### src/rtl/m_pkg.sv
// Shared types for the M-extension sequencer: op and state encodings,
// the latched request record, and the ALU mux-select encodings that
// normally come from m_definitions.svh (guarded so that header can win).
`ifndef MUX_MULTA_LENGTH
`define MUX_MULTA_LENGTH   1
`define MUX_MULTA_U        1'b0
`define MUX_MULTA_S        1'b1
`endif
`ifndef MUX_MULTB_LENGTH
`define MUX_MULTB_LENGTH   1
`define MUX_MULTB_U        1'b0
`define MUX_MULTB_S        1'b1
`endif
`ifndef MUX_DIV_REM_LENGTH
`define MUX_DIV_REM_LENGTH 1
`define MUX_DIV_REM_R      1'b0
`define MUX_DIV_REM_Z      1'b1
`endif

package m_pkg;
    typedef enum logic [2:0] {
        OP_MUL    = 3'd0,
        OP_MULH   = 3'd1,
        OP_MULHSU = 3'd2,
        OP_MULHU  = 3'd3,
        OP_DIV    = 3'd4,
        OP_DIVU   = 3'd5,
        OP_REM    = 3'd6,
        OP_REMU   = 3'd7
    } m_op_e;

    typedef enum logic [2:0] {
        S_IDLE,
        S_MUL,
        S_DIV,
        S_FIX,
        S_DONE
    } m_state_e;

    localparam int M_DIV_ITERS = 32;

    // Request fields kept for the whole operation
    typedef struct packed {
        m_op_e op;
        logic  neg1;
        logic  neg2;
        logic  rs2_nz;
    } m_req_t;

    // funct3[2] separates the divide/remainder group from the multiplies
    function automatic logic is_div(input m_op_e o);
        logic [2:0] v;
        v = o;
        return v[2];
    endfunction
endpackage

### src/rtl/m_unit_ctrl_abs.sv
// m_abs_sign: magnitude and sign flag of a 32-bit operand. With is_signed
// low the value passes through unchanged and is reported non-negative.
module m_abs_sign (
    input  logic [31:0] val,
    input  logic        is_signed,
    output logic [31:0] mag,
    output logic        neg
);
    assign neg = is_signed & val[31];
    assign mag = neg ? (~val + 32'd1) : val;
endmodule

### src/rtl/m_unit_ctrl.sv
// m_unit_ctrl: sequencer for the m_alu datapath. One RV32M op at a time;
// multiplies take one ALU pass, divides/remainders run 32 restoring
// shift-subtract iterations followed by a sign-fix step.
// Optional macro M_DIV_FASTPATH_EN: divide by zero, signed overflow and
// |rs1| < |rs2| skip the iterations and jump straight to FIX.
import m_pkg::*;

module m_unit_ctrl (
    input  logic                           clk,
    input  logic                           reset,
    input  logic                           in_valid,
    output logic                           in_ready,
    input  logic [2:0]                     op,
    input  logic [31:0]                    rs1,
    input  logic [31:0]                    rs2,
    input  logic                           flush,
    output logic                           out_valid,
    input  logic                           out_ready,
    output logic [31:0]                    result,
    output logic                           busy,
    output logic [`MUX_MULTA_LENGTH-1:0]   mux_multA,
    output logic [`MUX_MULTB_LENGTH-1:0]   mux_multB,
    output logic [`MUX_DIV_REM_LENGTH-1:0] mux_div_rem,
    output logic [31:0]                    R,
    output logic [62:0]                    D,
    output logic [31:0]                    Z,
    input  logic [31:0]                    sub_result,
    input  logic [31:0]                    div_rem,
    input  logic [31:0]                    div_rem_neg,
    input  logic [63:0]                    product
);
    m_state_e    state, state_nx;
    m_req_t      req;
    m_op_e       op_in;
    logic [4:0]  cnt;
    logic        fix_phase;
    logic        accept, div_signed, step_sub, pick_neg, fp_hit;
    logic [31:0] mag1, mag2;
    logic        neg1, neg2;

    assign op_in      = m_op_e'(op);
    assign div_signed = (op_in == OP_DIV) || (op_in == OP_REM);
    assign accept     = (state == S_IDLE) && in_valid && !flush;
    assign in_ready   = (state == S_IDLE);
    assign busy       = (state != S_IDLE);
    assign out_valid  = (state == S_DONE);

    // Subtract only while the shifted divisor fits in 32 bits and R covers it
    assign step_sub = (D[62:32] == 31'd0) && (R >= D[31:0]);

    assign pick_neg = (req.op == OP_DIV) ? (req.neg1 ^ req.neg2) & req.rs2_nz :
                      (req.op == OP_REM) ? req.neg1 : 1'b0;

    m_abs_sign u_abs1 (.val(rs1), .is_signed(div_signed), .mag(mag1), .neg(neg1));
    m_abs_sign u_abs2 (.val(rs2), .is_signed(div_signed), .mag(mag2), .neg(neg2));

`ifdef M_DIV_FASTPATH_EN
    logic div_ovf;
    assign div_ovf = div_signed && (rs1 == 32'h8000_0000) && (rs2 == 32'hFFFF_FFFF);
    assign fp_hit  = (rs2 == 32'd0) || div_ovf || (mag1 < mag2);
`else
    assign fp_hit  = 1'b0;
`endif

    // State register
    always_ff @(posedge clk) begin
        if (reset) state <= S_IDLE;
        else       state <= state_nx;
    end

    // Next state and ALU mux selects; flush overrides everything outside IDLE
    always_comb begin
        state_nx    = state;
        mux_multA   = `MUX_MULTA_U;
        mux_multB   = `MUX_MULTB_U;
        mux_div_rem = `MUX_DIV_REM_R;
        case (state)
            S_IDLE: if (accept) state_nx = is_div(op_in) ? (fp_hit ? S_FIX : S_DIV) : S_MUL;
            S_MUL: begin
                if (req.op == OP_MULH || req.op == OP_MULHSU) mux_multA = `MUX_MULTA_S;
                if (req.op == OP_MULH)                        mux_multB = `MUX_MULTB_S;
                state_nx = S_DONE;
            end
            S_DIV: if (cnt == 5'd0) state_nx = S_FIX;
            S_FIX: begin
                if (req.op == OP_DIV || req.op == OP_DIVU) mux_div_rem = `MUX_DIV_REM_Z;
                if (fix_phase) state_nx = S_DONE;
            end
            S_DONE: if (out_ready) state_nx = S_IDLE;
            default: state_nx = S_IDLE;
        endcase
        if (flush && state != S_IDLE) state_nx = S_IDLE;
    end

    // Operand load, divide iterations and result capture
    always_ff @(posedge clk) begin
        if (reset) begin
            R         <= '0;
            D         <= '0;
            Z         <= '0;
            cnt       <= '0;
            req       <= '0;
            fix_phase <= 1'b0;
            result    <= '0;
        end else if (flush && state != S_IDLE) begin
            fix_phase <= 1'b0;
        end else begin
            case (state)
                S_IDLE: if (accept) begin
                    req       <= '{op: op_in, neg1: neg1, neg2: neg2, rs2_nz: |rs2};
                    fix_phase <= 1'b0;
                    if (is_div(op_in)) begin
                        D   <= {mag2, 31'd0};
                        cnt <= 5'(M_DIV_ITERS - 1);
`ifdef M_DIV_FASTPATH_EN
                        if (rs2 == 32'd0) begin
                            R <= mag1;
                            Z <= '1;
                        end else if (div_ovf) begin
                            R <= '0;
                            Z <= 32'h8000_0000;
                        end else begin
                            R <= mag1;
                            Z <= '0;
                        end
`else
                        R <= mag1;
                        Z <= '0;
`endif
                    end else begin
                        R <= rs1;
                        D <= {rs2, 31'd0};
                    end
                end
                S_MUL: result <= (req.op == OP_MUL) ? product[31:0] : product[63:32];
                S_DIV: begin
                    if (step_sub) begin
                        R <= sub_result;
                        Z <= {Z[30:0], 1'b1};
                    end else begin
                        Z <= {Z[30:0], 1'b0};
                    end
                    D <= D >> 1;
                    if (cnt != 5'd0) cnt <= cnt - 5'd1;
                end
                // First FIX cycle holds mux_div_rem steady so the ALU negate
                // path settles; the second captures the signed answer.
                S_FIX: begin
                    if (!fix_phase) fix_phase <= 1'b1;
                    else            result <= pick_neg ? div_rem_neg : div_rem;
                end
                default: ;
            endcase
        end
    end
endmodule

### config.mk
export PLATFORM = sky130hd
export DESIGN_NAME = m_unit_ctrl
export DESIGN_NICKNAME = d
export VERILOG_FILES = /design/src/rtl/m_pkg.sv /design/src/rtl/m_unit_ctrl_abs.sv /design/src/rtl/m_unit_ctrl.sv
export SDC_FILE = /design/constraint.sdc
export NUM_CORES = 1
export LEC_CHECK = 0
export CAP_MARGIN = 30
export CORE_MARGIN = 5
export CORE_UTILIZATION = 25
export DETAILED_ROUTE_END_ITERATION = 6
export GPL_ROUTABILITY_DRIVEN = 0
export PLACE_DENSITY = 0.59
export SYNTH_ARGS = -nofsm -noshare
export SYNTH_HDL_FRONTEND = slang
export SYNTH_HIERARCHICAL = 1
export SYNTH_SLANG_ARGS = --single-unit
export TNS_END_PERCENT = 5
### constraint.sdc
create_clock -name clk -period 5.04 [get_ports clk]
set_input_delay 0.756 -clock clk [delete_from_list [all_inputs] [get_ports clk]]
set_output_delay 0.756 -clock clk [all_outputs]
set_load 0.005 [all_outputs]
### Word-level counts from Yosys, hierarchy flattened

Index checks and enable logic that the tools add are counted.

| word-level totals | value |
|---|---|
| register bits | 174 |
| output and inout port bits | 165 |

| operators by class | value |
|---|---|
| $add $sub $neg | 3 |
| order comparisons | 1 |
| equal/unequal tests | 18 |
| muxes and demuxes | 37 |
| bitwise gates (word level) | 7 |
| reductions and logical operators | 27 |

Operators by type and width:

| kind | count |
|---|---|
| 2-to-1 mux 32 bit | 10 |
| case mux 32 bit (2 select lines) | 3 |
| 2-to-1 mux 63 bit | 2 |
| case mux 63 bit (2 select lines) | 1 |
| adder 32 x 1 -> 32 bit (second input constant) | 2 |
| inverter 32 bit | 2 |
| greater-or-equal comparator 32 bit | 1 |
| OR reduction 32 bit | 1 |
| logical NOT 31 bit | 1 |
| equality test 3 bit (second input constant) | 6 |
| 2-to-1 mux 5 bit | 3 |
| case mux 3 bit (5 select lines) | 1 |
| 2-to-1 mux 3 bit | 4 |
| AND reduction 4 bit | 3 |
| 2-to-1 mux 1 bit | 10 |
| case mux 5 bit (2 select lines) | 1 |
| equality test 3 x 2 -> 1 bit (second input constant) | 3 |
| AND reduction 3 bit | 3 |
| inequality test 2 bit (second input constant) | 4 |
| equality test 3 x 1 -> 1 bit (second input constant) | 2 |
| logical NOT 3 bit | 2 |
| inequality test 2 x 1 -> 1 bit (second input constant) | 3 |
| nonzero test 2 bit | 3 |
| logical NOT 5 bit | 1 |
| 14 further kinds | 21 |

### Longest topological paths before layout

| logic depth | value |
|---|---|
| depth in word-level cells | 7 |
| gate-level depth with buffers | 13 |
| gate-level depth less buffers | 10 |

### Modules after synthesis

Netlist, hierarchy kept.

Modules (own cells, without submodules):

| module | instances | cells each | area each (um2) | seq. area each (um2) |
|---|---|---|---|---|
| m_unit_ctrl | 1 | 1103 | 9186.3 | 3483.3 |
| m_abs_sign | 2 | 106 | 706.9 | 0.0 |

### Least setup slack after synthesis

OpenSTA, ideal clock, no wires.

| path | value |
|---|---|
| path type | input-to-reg |
| from | input port op[2] |
| to | register D[57] |
| setup time | 0.065 ns |
| arrival | 2.962 ns |
| required time | 4.975 ns |
| path slack | 2.013 ns |
| stages | 13 |
| path through | clkbuf_1 buf_2 buf_1 inv_1 nor2_1 nand2_1 clkbuf_1 a31oi_1 xor2_1 mux2i_1 a211oi_1 a21oi_1 nor2_1 |

| on the way | value |
|---|---|
| word-level cells in the longest chain between the ends | 7 |
| elaborated cells on any way between the ends | 8 |
| classes of those cells | eq/ne: 2; mux: 4; bitwise: 1; reduce/logical: 1 |

Ends and longest elaborated chain:

| element | line | RTL |
|---|---|---|
| from (decl) | m_unit_ctrl.sv:13 | `input logic [2:0] op,` |
| equality test 3 bit | m_unit_ctrl.sv:42 | `assign div_signed = (op_in == OP_DIV) \|\| (op_in == OP_REM);` |
| logical OR 1 bit * | m_unit_ctrl.sv:42 |  |
| net div_signed | m_unit_ctrl.sv:37 | `logic accept, div_signed, step_sub, pick_neg, fp_hit;` |
| AND 1 bit * | m_unit_ctrl_abs.sv:9 | `assign neg = is_signed & val[31];` |
| 2-to-1 mux 32 bit * | m_unit_ctrl_abs.sv:10 | `assign mag = neg ? (~val + 32'd1) : val;` |
| net mag2[26] | m_unit_ctrl.sv:38 | `logic [31:0] mag1, mag2;` |
| 2-to-1 mux 63 bit * | m_unit_ctrl.sv:112 | `if (is_div(op_in)) begin` |
| 2-to-1 mux 63 bit * | m_unit_ctrl.sv:109 | `S_IDLE: if (accept) begin` |
| case mux 63 bit (2 select lines) * | m_unit_ctrl.sv:108 | `case (state)` |
| to (signal assigned) | m_unit_ctrl.sv:113 | `D <= {mag2, 31'd0};` |
| to (signal assigned) | m_unit_ctrl.sv:132 | `D <= {rs2, 31'd0};` |
| to (signal assigned) | m_unit_ctrl.sv:143 | `D <= D >> 1;` |
| to (decl) | m_unit_ctrl.sv:25 | `output logic [62:0] D,` |

The timed path passes the listed nets; every way through them passes the cells marked *. The select of a mux whose other input is x is not followed.
A chain may end at the register's enable or synchronous reset.

### Final worst setup path

| path | value |
|---|---|
| from | register state[0] |
| to | output port mux_div_rem |

| on the way | value |
|---|---|
| word-level cells in the longest chain between the ends | 2 |

Ends and longest elaborated chain:

| element | line | RTL |
|---|---|---|
| from (decl) | m_unit_ctrl.sv:32 | `m_state_e state, state_nx;` |
| from (signal assigned) | m_unit_ctrl.sv:68 | `else state <= state_nx;` |
| equality test 3 x 2 -> 1 bit | m_unit_ctrl.sv:77 | `case (state)` |
| 2-to-1 mux 1 bit | m_unit_ctrl.sv:77 |  |
| to (decl) | m_unit_ctrl.sv:23 | `` output logic [`MUX_DIV_REM_LENGTH-1:0] mux_div_rem, `` |

Every way passes these cells.

==> metrics <==
io pins 397; Syn Inst Count 1315; post-route cell area 15600 µm²; Core Area 41900 µm²; dominant combinational cell family by area after synthesis compound AO/OA/AOI/OAI gates; outcome finished clean; Post-Synth XOR/XNOR Area 4.87%; Die Wd 216 µm; DR WL/cell 19.2 µm; Rows 75; die area 46600 µm²; crit path cell chain inv_1 -> nor2_1 -> nand2_1 -> buf_4 -> nor3b_1 -> clkdlybuf4s50_1; fin. max-slew vios 0; Synth top area share 32.9%; gr usage total 17.6%; Slew @ Worst Pin 0.927 ns; hold path startpoint Z[31]; leakage power 5.89 nW; Sum Neg Setup Slack 0 ns; Startpoint Class flip-flop; R2R Path Start D[31]; Die Height 216 µm; most area-consuming cells after synthesis dfxtp_1 33%, mux2i_1 12%, a21oi_1 6.9%; postcts setup bufs 0; Min-Delay Path Class flip-flop to flip-flop; fin crit share 66.8%; dominant cell type by area after synthesis dfxtp_1; syn_area_per_cell 8.06 µm²; CP Capture Type primary output; Final min period 3.37 ns; Mapped Nets 1583; CP peak stage delay 0.64 ns; mux share of post-synthesis cell area 12.1%; H-tree depth 4; 1st-pass router iterations 5; Final Power 6.35 mW; Hold Path End Z[31]; share of layout cells above drive strength 1 4.79%; R2R Path End R[24]; Worst VDD drop 329 µV; vias per cell 4.99; critical path's slowest cell clkdlybuf4s50_1; CP required 4.28 ns; cts repair resizes 0; Rel. slew slack 37.3%; initial drt markers 750; vias 11000; DR DRC count 0; WS Path Type flip-flop to primary output; max_cap viols 0; clk_lat worst skew 0.46 ns; antenna-violating nets left 0; number of global-route vias before repair 10800; FMAX 297 MHz; Final #Nets 1925; synthesized area 10600 µm²; final setup vio count 0; pin count of the biggest net entering global routing 98; first-pass GRT wire length 65.0 mm; reg-to-reg slack, setup 2.28 ns; Hold Vio Cnt, Final 0; unique cell type count in the Yosys netlist 51; CP arrival 2.61 ns; Worst Reg-to-Reg Cells 10; CTS Buffer Depth 2; CP max FO 33; TritonCTS clock tree yes; synth warn 6; clock-pin transition on the worst setup and hold timing paths 0.08 ns; CTS sink count 174; FF+latch count, synth 174; Port Buffer Count 396; Initial Util 25.3%; placed cell area 15000 µm²; PD cells 406 nW/µm²; P&R area growth vs syn 47.5%; Fin Clk Skew 0.0109 ns; simple-gate share of the synthesized area 18.9%; root buffer cell clkbuf_16; CTS buffer count 17; Seq/Total Area, Yosys 32.9%; hold depth 2; final wirelength 42.6 mm; initial antenna violation count 3; aggregate global routing overflow 0; complex-gate fraction of the synthesized area 21.2%; adder-cell area share of the yosys netlist 4.25%; HPWL after DPL 32.3 mm; RSZ-0062 raised after global routing false; hold_buf cts 0
==> kinds of logic (layout without fill, tap and decap cells) <==
logic type,after synthesis,count (layout)
other cells,0,2
flops,174,174
xor+xnor,59,59
buf+inv,149,504
fa+ha+maj,36,36
mux,128,128
compound gates,335,335
simple gates,434,434
==> cell type report <==
class,count,area (µm²)
multi-input cells,992,6560
diodes,2,5.00
inverters,56,210
flip-flops and latches,174,3480
repair buffers,416,4150
clock buffers,17,425
fillers,4322,26300
clock inverters,15,129
well taps,539,674
==> through the flow <==
| stage | hold WS [ns] | worst slack [ns] | utilization (%) | cells |
|---|---|---|---|---|
| floorplan | 0.445 | 2.01 | - | 1315 |
| global placement | 0.442 | 1.27 | 35.8 | 2174 |
| detailed placement | 0.448 | 1.20 | 35.8 | 2175 |
| CTS | 0.458 | 1.61 | 37.1 | 2207 |
| global route | 0.486 | 1.39 | 37.3 | 2210 |
| finish | 0.456 | 1.67 | 37.3 | 2211 |
==> flip-flops by register name, indices dropped and copies added, names as in the netlist <==
name,flops
D,63
req,6
state,3
Z,32
cnt,5
result,32
R,32
fix_phase,1
==> cells in the mapped netlist, drive strengths merged <==
master / number
a2111o: 1
a211oi: 35
a21boi: 2
a21o: 1
a21oi: 147
a221oi: 1
a22oi: 33
a31oi: 16
a32o: 32
and3: 2
buf: 30
clkbuf: 63
clkinv: 3
dfxtp: 174
ha: 36
inv: 53
mux2i: 128
nand2: 126
nand2b: 7
nand3: 33
nand4: 13
nor2: 172
nor2b: 4
nor3: 24
nor3b: 5
nor4: 29
nor4b: 1
o211ai: 3
o21a: 3
o21ai: 19
o2bb2ai: 33
o31a: 1
o31ai: 5
o41ai: 3
or2: 2
or3: 2
or3b: 2
or4: 12
xnor2: 21
xor2: 38
==> routing by layer <==
| metal | track usage, % | part of all wire, % | vias to the layer above |
|---|---|---|---|
| met4 | 4.62 | 1.9 | 2 |
| met2 | 30.2 | 48 | 386 |
| li1 | - | - | 5440 |
| met5 | 0 | 0.035 | - |
| met3 | 6.26 | 8.2 | 37 |
| met1 | 20.8 | 42 | 5177 |
==> cells in the final DEF (no fill, tap or decap), drive strengths merged, types with 32 or more instances in the layout <==
cell type,instances
a32o,32
xor2,38
nor2,172
a22oi,33
dfxtp,174
o2bb2ai,33
a211oi,35
mux2i,128
clkdlybuf4s50,394
nand2,126
a21oi,147
ha,36
inv,60
nand3,33
==> how the worst max path moves through the flow <==
stage,start,endpoint
after floorplan,op[2],D[57]
after global placement,op[2],D[38]
after detailed placement,op[2],D[38]
after CTS,state[0],mux_div_rem
after global routing,op[2],D[34]
final,state[0],mux_div_rem
==> worst max-delay path, delay by kind of cell, from the launching register on <==
kind / cells / cell delay, ns
buffers and inverters: 3 / 1.04
AND/OR/NAND/NOR: 3 / 0.67
flip-flops: 1 / 0.44
==> where the power goes <==
part	internal, mW	switching, mW
sequential	1.61	0.270
combinational	1.39	1.79
clock	0.646	0.639
total	3.65	2.70
Note: power is estimated with default switching activity, not from simulation.
